==> src/rtl/clk_edge_tracker_pkg.sv <==
// Shared definitions for the clock-edge tracker: tracker states and the
// width of the free-running rising-edge counter.
package clk_edge_tracker_pkg;

    typedef enum logic [1:0] {
        LOST    = 2'd0,
        ACQUIRE = 2'd1,
        LOCKED  = 2'd2
    } tracker_state_e;

    localparam int RISE_COUNT_W = 16;

endpackage

==> src/rtl/clk_edge_tracker_sync_ff.sv <==
// Multi-stage synchronizer that brings the asynchronous divided clock into
// the clk_src domain; legal stage counts are 2..4.
module sync_ff #(
    parameter int STAGES = 2
) (
    input  logic clk_src,
    input  logic reset_n,
    input  logic d,
    output logic q
);

    logic [STAGES-1:0] chain;

    always_ff @(posedge clk_src or negedge reset_n) begin
        if (!reset_n) begin
            chain <= '0;
        end else begin
            chain <= {chain[STAGES-2:0], d};
        end
    end

    assign q = chain[STAGES-1];

endmodule

==> src/rtl/clk_edge_tracker.sv <==
// Tracks a divided clock from the clk_src domain: edge strobes, rising-edge
// period measurement with saturation, and loss-of-clock detection.
module clk_edge_tracker
    import clk_edge_tracker_pkg::*;
#(
    parameter int SYNC_STAGES = 2,
    parameter int TIMEOUT     = 64,
    parameter int PERIOD_BITS = 8
) (
    input  logic                    clk_src,
    input  logic                    reset_n,
    input  logic                    clk_in,
    output logic                    en_rise,
    output logic                    en_fall,
    output logic [PERIOD_BITS-1:0]  period,
    output logic                    period_valid,
    output logic                    clk_lost,
    output logic [RISE_COUNT_W-1:0] rise_count
);

    localparam int IDLE_W = 16;
    localparam logic [IDLE_W-1:0]      IDLE_MAX  = IDLE_W'(TIMEOUT);
    localparam logic [PERIOD_BITS-1:0] SINCE_MAX = '1;

    logic                    clk_sync;
    logic                    clk_hist;
    logic                    rise_det;
    logic                    fall_det;
    logic                    any_edge;
    logic                    timeout_hit;
    logic                    load_period;
    logic [PERIOD_BITS-1:0]  since_rise;
    logic [IDLE_W-1:0]       idle;
    logic [IDLE_W-1:0]       idle_next;
    logic [RISE_COUNT_W-1:0] rise_cnt_q;
    tracker_state_e          state;
    tracker_state_e          state_next;

    sync_ff #(
        .STAGES (SYNC_STAGES)
    ) u_sync (
        .clk_src (clk_src),
        .reset_n (reset_n),
        .d       (clk_in),
        .q       (clk_sync)
    );

    assign rise_det = clk_sync & ~clk_hist;
    assign fall_det = ~clk_sync & clk_hist;
    assign any_edge = rise_det | fall_det;

    // A detected edge always clears idle, so an edge arriving on the cycle
    // idle would have reached TIMEOUT keeps the tracker out of LOST.
    always_comb begin
        idle_next = idle;
        if (any_edge) begin
            idle_next = '0;
        end else if (idle != IDLE_MAX) begin
            idle_next = idle + 1'b1;
        end
        timeout_hit = !any_edge && (idle_next == IDLE_MAX);
    end

    always_comb begin
        state_next  = state;
        load_period = 1'b0;
        case (state)
            LOST: begin
                if (rise_det) begin
                    state_next = ACQUIRE;
                end
            end
            ACQUIRE: begin
                if (rise_det) begin
                    state_next  = LOCKED;
                    load_period = 1'b1;
                end
            end
            LOCKED: begin
                if (rise_det) begin
                    load_period = 1'b1;
                end
            end
            default: state_next = LOST;
        endcase
        if (timeout_hit) begin
            state_next = LOST;
        end
    end

    always_ff @(posedge clk_src or negedge reset_n) begin
        if (!reset_n) begin
            state    <= LOST;
            clk_hist <= 1'b0;
            en_rise  <= 1'b0;
            en_fall  <= 1'b0;
            idle     <= '0;
        end else begin
            state    <= state_next;
            clk_hist <= clk_sync;
            en_rise  <= rise_det;
            en_fall  <= fall_det;
            idle     <= idle_next;
        end
    end

    // since_rise restarts at 1 on the edge that raises en_rise, so the value
    // seen at the next rising edge equals the rise-to-rise distance.
    always_ff @(posedge clk_src or negedge reset_n) begin
        if (!reset_n) begin
            since_rise <= '0;
            period     <= '0;
            rise_cnt_q <= '0;
        end else begin
            if (rise_det) begin
                since_rise <= PERIOD_BITS'(1);
                rise_cnt_q <= rise_cnt_q + 1'b1;
            end else if (since_rise != SINCE_MAX) begin
                since_rise <= since_rise + 1'b1;
            end
            if (load_period) begin
                period <= since_rise;
            end
        end
    end

    assign period_valid = (state == LOCKED);
    assign clk_lost     = (state == LOST);
    assign rise_count   = rise_cnt_q;

endmodule
==> config.mk <==
export PLATFORM = sky130hd
export DESIGN_NAME = clk_edge_tracker
export DESIGN_NICKNAME = d
export VERILOG_FILES = /design/src/rtl/clk_edge_tracker_pkg.sv /design/src/rtl/clk_edge_tracker_sync_ff.sv /design/src/rtl/clk_edge_tracker.sv
export SDC_FILE = /design/constraint.sdc
export NUM_CORES = 1
export LEC_CHECK = 0
export ABC_CLOCK_PERIOD_IN_PS = 2200
export CAP_MARGIN = 20
export CELL_PAD_IN_SITES_DETAIL_PLACEMENT = 0
export CELL_PAD_IN_SITES_GLOBAL_PLACEMENT = 1
export CORE_ASPECT_RATIO = 1.1
export CORE_UTILIZATION = 30
export DETAILED_ROUTE_END_ITERATION = 16
export GPL_TIMING_DRIVEN = 0
export HOLD_SLACK_MARGIN = 0.03
export PLACE_DENSITY_LB_ADDON = 0.1
export REMOVE_ABC_BUFFERS = 1
export SLEW_MARGIN = 0
export SYNTH_ARGS = -nofsm -noshare
export SYNTH_HDL_FRONTEND = slang
export SYNTH_SLANG_ARGS = --single-unit
==> constraint.sdc <==
create_clock -name clk_src -period 2.2 [get_ports clk_src]
set_input_delay 0.66 -clock clk_src [delete_from_list [all_inputs] [get_ports clk_src]]
set_output_delay 0.66 -clock clk_src [all_outputs]
set_load 0.02 [all_outputs]
==> results of run 1 <==
==> through the flow <==
step | instance area (sq um) | util (%) | cells | TNS [ns] | total power [W]
3_5_place_dp | 3120 | 36.5 | 380 | -0.466 | 0.00210
6_report | 3350 | 39.3 | 396 | 0 | 0.00266
2_1_floorplan | 2660 | - | 238 | 0 | 0.00176
5_1_grt | 3350 | 39.3 | 396 | 0 | 0.00284
3_3_place_gp | 3100 | 36.3 | 379 | -77.18 | 0.00209
4_1_cts | 3240 | 38.0 | 390 | 0 | 0.00266
==> what timing repair did <==
item,4_1_cts,5_1_grt
gates resized for setup,10,12
endpoints found under the setup margin,4,2
buffers inserted,2,6
hold endpoints to repair,0,0
pin swaps,2,5
==> Yosys cell counts, types with 2 or more instances <==
master | n | area (sq um)
a21oi_1 | 8 | 40.0
and2_1 | 13 | 81.3
nor2_1 | 14 | 52.6
nand4_1 | 6 | 37.5
nor2b_1 | 5 | 31.3
nor4_2 | 2 | 25.0
nand2_1 | 18 | 67.6
o21a_1 | 2 | 15.0
and3_1 | 5 | 31.3
clkbuf_1 | 4 | 15.0
nor3_1 | 9 | 45.0
xnor2_1 | 23 | 201
ha_1 | 9 | 113
mux2_2 | 8 | 90.1
dfrtp_1 | 55 | 1380
nor4_1 | 3 | 18.8
o21ai_0 | 4 | 20.0
buf_2 | 4 | 20.0
nand3_1 | 11 | 55.1
and4_1 | 2 | 17.5
xor2_1 | 11 | 96.3
nor4b_1 | 2 | 17.5
inv_1 | 10 | 37.5
mux2i_1 | 2 | 20.0
==> how the worst max path moves through the flow <==
stage | to | slack [ns] | cells after the start
floorplan | state[1] | 0.16 | 8
global placement | idle[7] | -1.40 | 1
detailed placement | state[1] | -0.24 | 8
CTS | state[1] | 0.009 | 7
global route | state[1] | 0.0000007 | 8
finish | rise_count[0] | 0.14 | 1
==> per-layer routing <==
layer / track usage [%] / up-vias / routed length, um
li1: - / 913 / -
met3: 2.40 / 5 / 155
met1: 16.5 / 918 / 2490
met4: 3.61 / 0 / 58
met5: 0 / - / 0
met2: 20.0 / 23 / 2570
==> cells by family (layout without fill, tap and decap cells) <==
logic type | count (synthesis) | in the layout
muxes | 10 | 10
AOI/OAI and AO/OA | 20 | 20
adders and majority gates | 9 | 9
buffers and inverters | 18 | 57
and+or+nand+nor | 100 | 100
DFF | 55 | 55
xor gates and xnor gates | 34 | 34
==> layout make-up <==
class	instances	area share (%)
clock buffer	7	2.28
clock inverter	1	0.149
inverter	10	1.12
multi-input combinational	173	40.0
sequential	55	41.2
tap	111	4.14
timing repair buffer	39	11.1
==> power groups by stage <==
stage / combinational, W / sequential [W] / clock, W
after floorplan: 0.000349 / 0.00141 / 0
after global placement: 0.000762 / 0.00133 / 0
after detailed placement: 0.000770 / 0.00133 / 0
after CTS: 0.000764 / 0.00131 / 0.000582
after global routing: 0.000891 / 0.00133 / 0.000621
final: 0.000801 / 0.00131 / 0.000548
==> flip-flops by register name, summed over array words and instances (netlist names) <==
signal,count
u_sync.chain,2
en_fall,1
idle,16
period,8
rise_count,16
en_rise,1
since_rise,8
clk_hist,1
state,2
==> results.toml, run 1 <==
[run_status]
status = "complete, no violations"

[sta]
timing.final.ws_setup_ns = 0.142
tightest_slew_ns = 0.663
relSlewSlack_pct = 55.8
rsz0062_at_grt = "no"
timing.fmax_mhz = 486
period_needed_ns = 2.06
drv_slew = 0
finalSetupViolations = 0
fin_skew_ns = 0.00710
holdWs_ns = 0.358
period_share_pct = 93.6
hold_violations = 0

[power_and_ir_drop]
peakVddDrop_uv = 252
leakagePower_nw = 1.44
p_clk_share_pct = 20.6
switching_share_pct = 32.9
combPwrFrac_pct = 30.2
pwr-share-seq_pct = 49.2
p_sw_w = 0.000874
p_per_area_nw_per_um2 = 792
cellInternalPower_w = 0.00178

[synth]
synth_top_family_by_area = "simple AND/OR/NAND/NOR gates"
yosys.area_share.simple_pct = 22.1
synth-edff-count = 0
synth.yosys.seq_area_share_pct = 51.0
ys_seq_elements = 55
synthesis.area_sq_um = 2700
synth.distinct_cells = 40
async_flop_share_pct = 100
avgSynthCellArea_sq_um = 11.0
ys_warn_count = 0
synth_compound_area_share_pct = 4.87
synth_mux_area_share_pct = 4.08
synth-xor-area-share_pct = 11.0
syn_inst = 246
synthAdderAreaFrac_pct = 4.18
ys.flop_type = "dfrtp_1"

[critical_path]
r2r_slack_ns = 0.16
crit_slowest_cell = "clkdlybuf4s50_1"
crit_fanout = 5
cp.arrival_ns = 1.40
r2r_cells = 8
crit_buf_inv = 1
path_class = "reg -> out"
startpoint = "rise_count[0]"
r2r_end = "state[1]"
cp_top_family = "buffers and inverters"
startpoint_type = "flip-flop"
slowest_delay_ns = 0.65
reg2reg_from = "idle[0]"
path_cells = "clkdlybuf4s50_1"
crit_path_end_kind = "primary output"
crit_required_ns = 1.54

[floorplanning]
fp-row-count = 35
io_pins = 31
die-area_sq_um = 9370
coreArea_sq_um = 8540
die_x_um = 92.4
initial_core_util_pct = 31.6
die_height_um = 101

[clock_tree]
clock-sinks = 55
cts_made_buffers = 5
clkTransAtPathRegs_ns = 0.10
clkLatencyLatePin_ns = 0.30
hold_buffers = 0
htreeDepth = 2
clock-root-buffer = "clkbuf_8"
clockBufferDepth = 2
cts_tree = "done"

[finish]
area_growth_pct = 24.4
mostFrequentLayoutCells = "dfrtp_1 (52), clkdlybuf4s50_1 (27), xnor2_1 (23)"
nFillCells = 857
final_common_cell = "dfrtp_1"
drive_gt1_share_pct = 16.5
antenna_cells = 0
multiInputGateArea_sq_um = 1340
regArea_sq_um = 1380
layout.nets = 296

[place]
place.gp.congestion = 0.706
dp_hpwl_um = 3580
pre_cts_ws_ns = -0.242
io_buffers = 30

[min_path]
hp-class = "reg -> reg"
min_to = "u_sync.chain[1]"
whs_path_depth = 0
min_from = "u_sync.chain[0]"

[drt]
wl_per_cell_um = 13.3
postRouteAntennaNets = 0
drc_errors = 0
first_iter_violations = 35
num_vias = 1859
vias_per_cell = 4.69
wl_um = 5280
drt_pass1_iterations = 4

[global_routing]
grt_pass1_wl_um = 9090
overflow = 0
grt_max_degree = 29
grt_use_total_pct = 12.2
antenna_found_initial = 0
first_global_vias = 1778

[job]
timing.max_cap.violations = 0
Power figures use the tool's default switching activity.
==> run 2: changes to the inputs <==
--- a/config.mk
+++ b/config.mk
@@ -10,6 +10,7 @@
 export CELL_PAD_IN_SITES_DETAIL_PLACEMENT = 0
 export CELL_PAD_IN_SITES_GLOBAL_PLACEMENT = 1
 export CORE_ASPECT_RATIO = 1.1
+export CORE_MARGIN = 2
 export CORE_UTILIZATION = 30
 export DETAILED_ROUTE_END_ITERATION = 16
 export GPL_TIMING_DRIVEN = 0
==> run 2 against run 1 <==
  * Utilization shrank 0.86 points
  * First-iteration DRC count fell by 2.9%
  * Non-clock buffer count decreased by 2
  * Largest power group unchanged
  * Cell count rose by 0.25%
  * Via count decreased by 1.8%
  * Final area up 0.60%
  * Worst setup slack about the same
  * Clock-buffer cell count shrank 1
  * Critical endpoint is now state[0]
  * Worst hold slack lost 0.0019 ns
  * Combinational power rose by 3.0%
  * Largest cell class unchanged
  * Global-route usage shrank 0.49 points
  * Total power rose by 0.72%
==> results.toml, run 2 (same netlist as run 1, synthesis figures left out) <==
[min_path]
hp-class = "reg -> reg"

[power_and_ir_drop]
pwr-share-seq_pct = 48.8
p_clk_share_pct = 20.4
peakVddDrop_uv = 244
cellInternalPower_w = 0.00180
p_per_area_nw_per_um2 = 793
p_sw_w = 0.000871
p_total_w = 0.00268
switching_share_pct = 32.6
combPwrFrac_pct = 30.8
leakagePower_nw = 1.43

[clock_tree]
clockBufferDepth = 2
cts_tree = "done"
htreeDepth = 2
hold_buffers = 0
clock-root-buffer = "clkbuf_8"
clock-sinks = 55
clkLatencyLatePin_ns = 0.30
cts_made_buffers = 5
clkTransAtPathRegs_ns = 0.09

[global_routing]
overflow = 0
first_global_vias = 1870
grt_pass1_wl_um = 9070
grt_use_total_pct = 11.8
grt_max_degree = 29
antenna_found_initial = 0

[sta]
relSlewSlack_pct = 55.9
period_needed_ns = 2.06
period_share_pct = 93.5
rsz0062_at_grt = "yes"
fin_skew_ns = 0.0135
timing.fmax_mhz = 486
hold_violations = 0
tightest_slew_ns = 0.662
finalSetupViolations = 0
tns_ns = 0
drv_slew = 0

[floorplanning]
die_height_um = 103
initial_core_util_pct = 30.7
die_x_um = 94.4
io_pins = 31
coreArea_sq_um = 8780
fp-row-count = 36
die-area_sq_um = 9760

[drt]
postRouteAntennaNets = 0
first_iter_violations = 34
wl_per_cell_um = 13.1
drc_errors = 0
vias_per_cell = 4.60
num_vias = 1826
wl_um = 5210
drt_pass1_iterations = 4

[finish]
drive_gt1_share_pct = 16.6
final_common_cell = "dfrtp_1"
antenna_cells = 0
fin_cells = 397
mostFrequentLayoutCells = "dfrtp_1 (52), clkdlybuf4s50_1 (27), xnor2_1 (23)"
layout.nets = 294
area_growth_pct = 25.1

[job]
timing.max_cap.violations = 0

[critical_path]
crit_slowest_cell = "dfrtp_2"
cp_top_family = "simple AND/OR/NAND/NOR gates"
critPathMostFrequentCell = "nor4b_4"
crit_buf_inv = 1
startpoint_type = "flip-flop"
slowest_delay_ns = 0.44
crit_fanout = 2
crit_path_end_kind = "flip-flop"
cp.arrival_ns = 2.24
path_cells = "inv_2 -> ha_4 -> nor4b_4 -> nand4_1 -> mux2i_2 -> a2111oi_2 -> nor4b_4 -> nor3_1"
crit_required_ns = 2.39
path_class = "reg -> reg"

[place]
place.gp.congestion = 0.707
dp_hpwl_um = 3620
dp.cells = 383
io_buffers = 30

[run_status]
status = "complete, no violations"
-- run 2: power by group through the flow --
| stage | combinational (W) | clock (W) | sequential, W |
|---|---|---|---|
| after CTS | 0.000757 | 0.000589 | 0.00131 |
| after detailed placement | 0.000763 | 0 | 0.00133 |
| after global routing | 0.000917 | 0.000628 | 0.00134 |
| after floorplan | 0.000349 | 0 | 0.00141 |
| after global placement | 0.000759 | 0 | 0.00133 |
| final | 0.000825 | 0.000545 | 0.00131 |
-- run 2: layout make-up --
type / count / area, sq um
well taps: 114 / 143
inverters: 10 / 37.5
clock inverters: 2 / 12.5
repair buffers: 37 / 383
fillers: 886 / 5410
clock buffers: 6 / 72.6
multi-input cells: 173 / 1350
flip-flops and latches: 55 / 1380
-- run 2: worst paths after layout --
path	start	to	slack [ns]	cells past startpoint
worst min register to register	u_sync.chain[0]	u_sync.chain[1]	0.36	0
worst max register to register	idle[1]	state[0]	0.14	8
min in group asynchronous	reset_n	period[6]	0.38	1
worst min-delay path	u_sync.chain[0]	u_sync.chain[1]	0.36	0
worst max-delay path	idle[1]	state[0]	0.14	8
max in group asynchronous	reset_n	idle[0]	1.23	2
-- run 2: metrics by stage --
stage	area (sq um)	hold WS [ns]	setup slack (ns)	util, %
finish	3370	0.356	0.142	38.4
global route	3370	0.380	-0.0507	38.4
CTS	3240	0.361	-0.00775	36.9
detailed placement	3120	0.337	-0.319	35.5
global placement	3100	0.339	-1.40	35.3
floorplan	2660	0.331	0.159	-
-- run 2: worst reg2reg max path, stage by stage (launching register included) --
cell       delay, ns
dfrtp_2         0.44
inv_2           0.09
ha_4            0.13
nor4b_4         0.18
nand4_1         0.20
mux2i_2         0.21
a2111oi_2       0.32
nor4b_4         0.31
nor3_1          0.07
-- run 2: repair_timing --
action / CTS / global route
resized for setup: 9 / 14
setup buffers: 1 / 5
endpoints found under the setup margin: 4 / 18
pin swaps: 2 / 4
endpoints found under the hold margin: 0 / 0
-- run 2: layer usage --
layer  global-route usage, %  up-vias  routed length, um  share of wire (%)
met3                    2.46        2                142                2.7
met1                    15.4      887               2460                 47
met4                    3.79        0                 30               0.58
met5                       0        -                  0                  0
li1                        -      918                  -                  -
met2                    19.6       19               2570                 49
==> run 3: changes to the inputs <==
--- a/config.mk
+++ b/config.mk
@@ -17,7 +17,7 @@
 export HOLD_SLACK_MARGIN = 0.03
 export PLACE_DENSITY_LB_ADDON = 0.1
 export REMOVE_ABC_BUFFERS = 1
-export SLEW_MARGIN = 0
+export SLEW_MARGIN = 15
 export SYNTH_ARGS = -nofsm -noshare
 export SYNTH_HDL_FRONTEND = slang
 export SYNTH_SLANG_ARGS = --single-unit
==> run 3 against run 2 <==
  * First-iteration DRC count rose by 94%
  * Via count barely moved
  * Sequential cell count did not move
  * Utilization fell by 0.93 points
  * Worst hold slack improved by 0.00087 ns
  * Clock-buffer cell count did not move
  * Register-to-register slack got worse by 0.05 ns
  * Sequential power barely moved
  * Final area fell by 2.4%
  * Die area did not move
==> results.toml, run 3 (same netlist as run 1, synthesis figures left out) <==
[drt]
wl_um = 5230
drc_errors = 0
num_vias = 1827
wl_per_cell_um = 13.3
postRouteAntennaNets = 0
first_iter_violations = 66
drt_pass1_iterations = 4
vias_per_cell = 4.65

[sta]
hold_violations = 0
timing.fmax_mhz = 475
fin_skew_ns = 0.00737
tightest_slew_ns = 0.711
finalSetupViolations = 0
rsz0062_at_grt = "yes"
period_needed_ns = 2.10
drv_slew = 0
relSlewSlack_pct = 52.6
period_share_pct = 95.6

[critical_path]
path_class = "reg -> reg"
crit_path_end_kind = "flip-flop"
crit_required_ns = 2.39
startpoint_type = "flip-flop"
crit_fanout = 5
r2r_end = "state[1]"
r2r_slack_ns = 0.1
cp.arrival_ns = 2.29
r2r_cells = 8
reg2reg_from = "idle[0]"

[clock_tree]
hold_buffers = 0
cts_made_buffers = 5
clkTransAtPathRegs_ns = 0.10
clkLatencyLatePin_ns = 0.30
clock-sinks = 55
clock-root-buffer = "clkbuf_8"
cts_tree = "done"
htreeDepth = 2
clockBufferDepth = 2

[min_path]
whs_path_depth = 0
hp-class = "reg -> reg"
min_to = "u_sync.chain[1]"
min_from = "u_sync.chain[0]"

[global_routing]
grt.met3_usage_pct = 1.81
grt_busiest_layer = "met2"
grt_pass1_wl_um = 9070
antenna_found_initial = 0
grt_max_degree = 56
gr-usage-met2_pct = 20.2
use_met1_pct = 15.1
overflow = 0
first_global_vias = 1908
grt_use_total_pct = 11.7

[finish]
regArea_sq_um = 1380
antenna_cells = 0
postLayoutCellArea_sq_um = 3290
final_core_util_pct = 37.5
area_growth_pct = 22.1
layout.nets = 290
nFillCells = 890
drive_gt1_share_pct = 14.3
mostFrequentLayoutCells = "dfrtp_1 (53), clkdlybuf4s50_1 (27), xnor2_1 (23)"
final_common_cell = "dfrtp_1"
multiInputGateArea_sq_um = 1320

[power_and_ir_drop]
p_total_w = 0.00264
leakagePower_nw = 1.40
p_per_area_nw_per_um2 = 802
peakVddDrop_uv = 234

[floorplanning]
die_x_um = 94.4
die-area_sq_um = 9760
fp-row-count = 36
coreArea_sq_um = 8780
die_height_um = 103
io_pins = 31
initial_core_util_pct = 30.7

[place]
dp_hpwl_um = 3510
io_buffers = 30
placed_area_sq_um = 3100
place.gp.congestion = 0.707

[run_status]
status = "complete, no violations"

[job]
timing.max_cap.violations = 0
run 3: cell types whose count changed in the layout (fill, tap and decap cells not counted), sizes merged:
| cell | delta |
|---|---|
| buf | -4 |
run 3: final cells by class:
cell class,instances,share of cell area [%]
tap,114,4.33
clock inverter,2,0.380
clock buffer,6,2.20
timing repair buffer,33,10.0
inverter,10,1.14
multi-input combinational,173,40.0
sequential,55,41.9
run 3: power breakdown:
group / internal (W) / switching [W]
Sequential: 0.00116 / 0.000155
Combinational: 0.000387 / 0.000381
Clock: 0.000224 / 0.000334
Total: 0.00177 / 0.000870
run 3: per-layer routing:
layer	routed length (um)	share of wire, %
met1	2450	47
met2	2570	49
met3	143	2.7
met4	65	1.2
met5	0	0
run 3: critical path, cell delays in order, from the launching register on:
cell	delay, ns
dfrtp_2	0.46
buf_12	0.14
ha_4	0.17
or3_1	0.30
a21oi_1	0.13
a21oi_1	0.07
a2111oi_2	0.34
nor4b_4	0.29
nor3_1	0.09
run 3: per-stage QoR:
step / hold slack, ns / TNS [ns] / setup slack (ns) / std cells
2_1_floorplan: 0.331 / 0 / 0.159 / 238
3_3_place_gp: 0.339 / -77.24 / -1.40 / 382
3_5_place_dp: 0.337 / -0.639 / -0.334 / 382
4_1_cts: 0.362 / 0 / 0.0115 / 391
5_1_grt: 0.379 / -0.0798 / -0.0546 / 393
6_report: 0.357 / 0 / 0.0969 / 393
run 3: what timing repair did:
action,4_1_cts,5_1_grt
pin swaps,2,2
buffers inserted,1,2
resized for setup,11,7
setup endpoints to repair,4,2
run 3: how the worst max path moves through the flow:
stage | from | end | slack, ns | cells past startpoint
6_report | idle[0] | state[1] | 0.1 | 8
5_1_grt | idle[0] | state[1] | -0.05 | 8
4_1_cts | idle[0] | state[1] | 0.01 | 7
3_5_place_dp | idle[0] | state[1] | -0.33 | 8
3_3_place_gp | reset_n | idle[4] | -1.40 | 1
2_1_floorplan | idle[0] | state[1] | 0.16 | 8
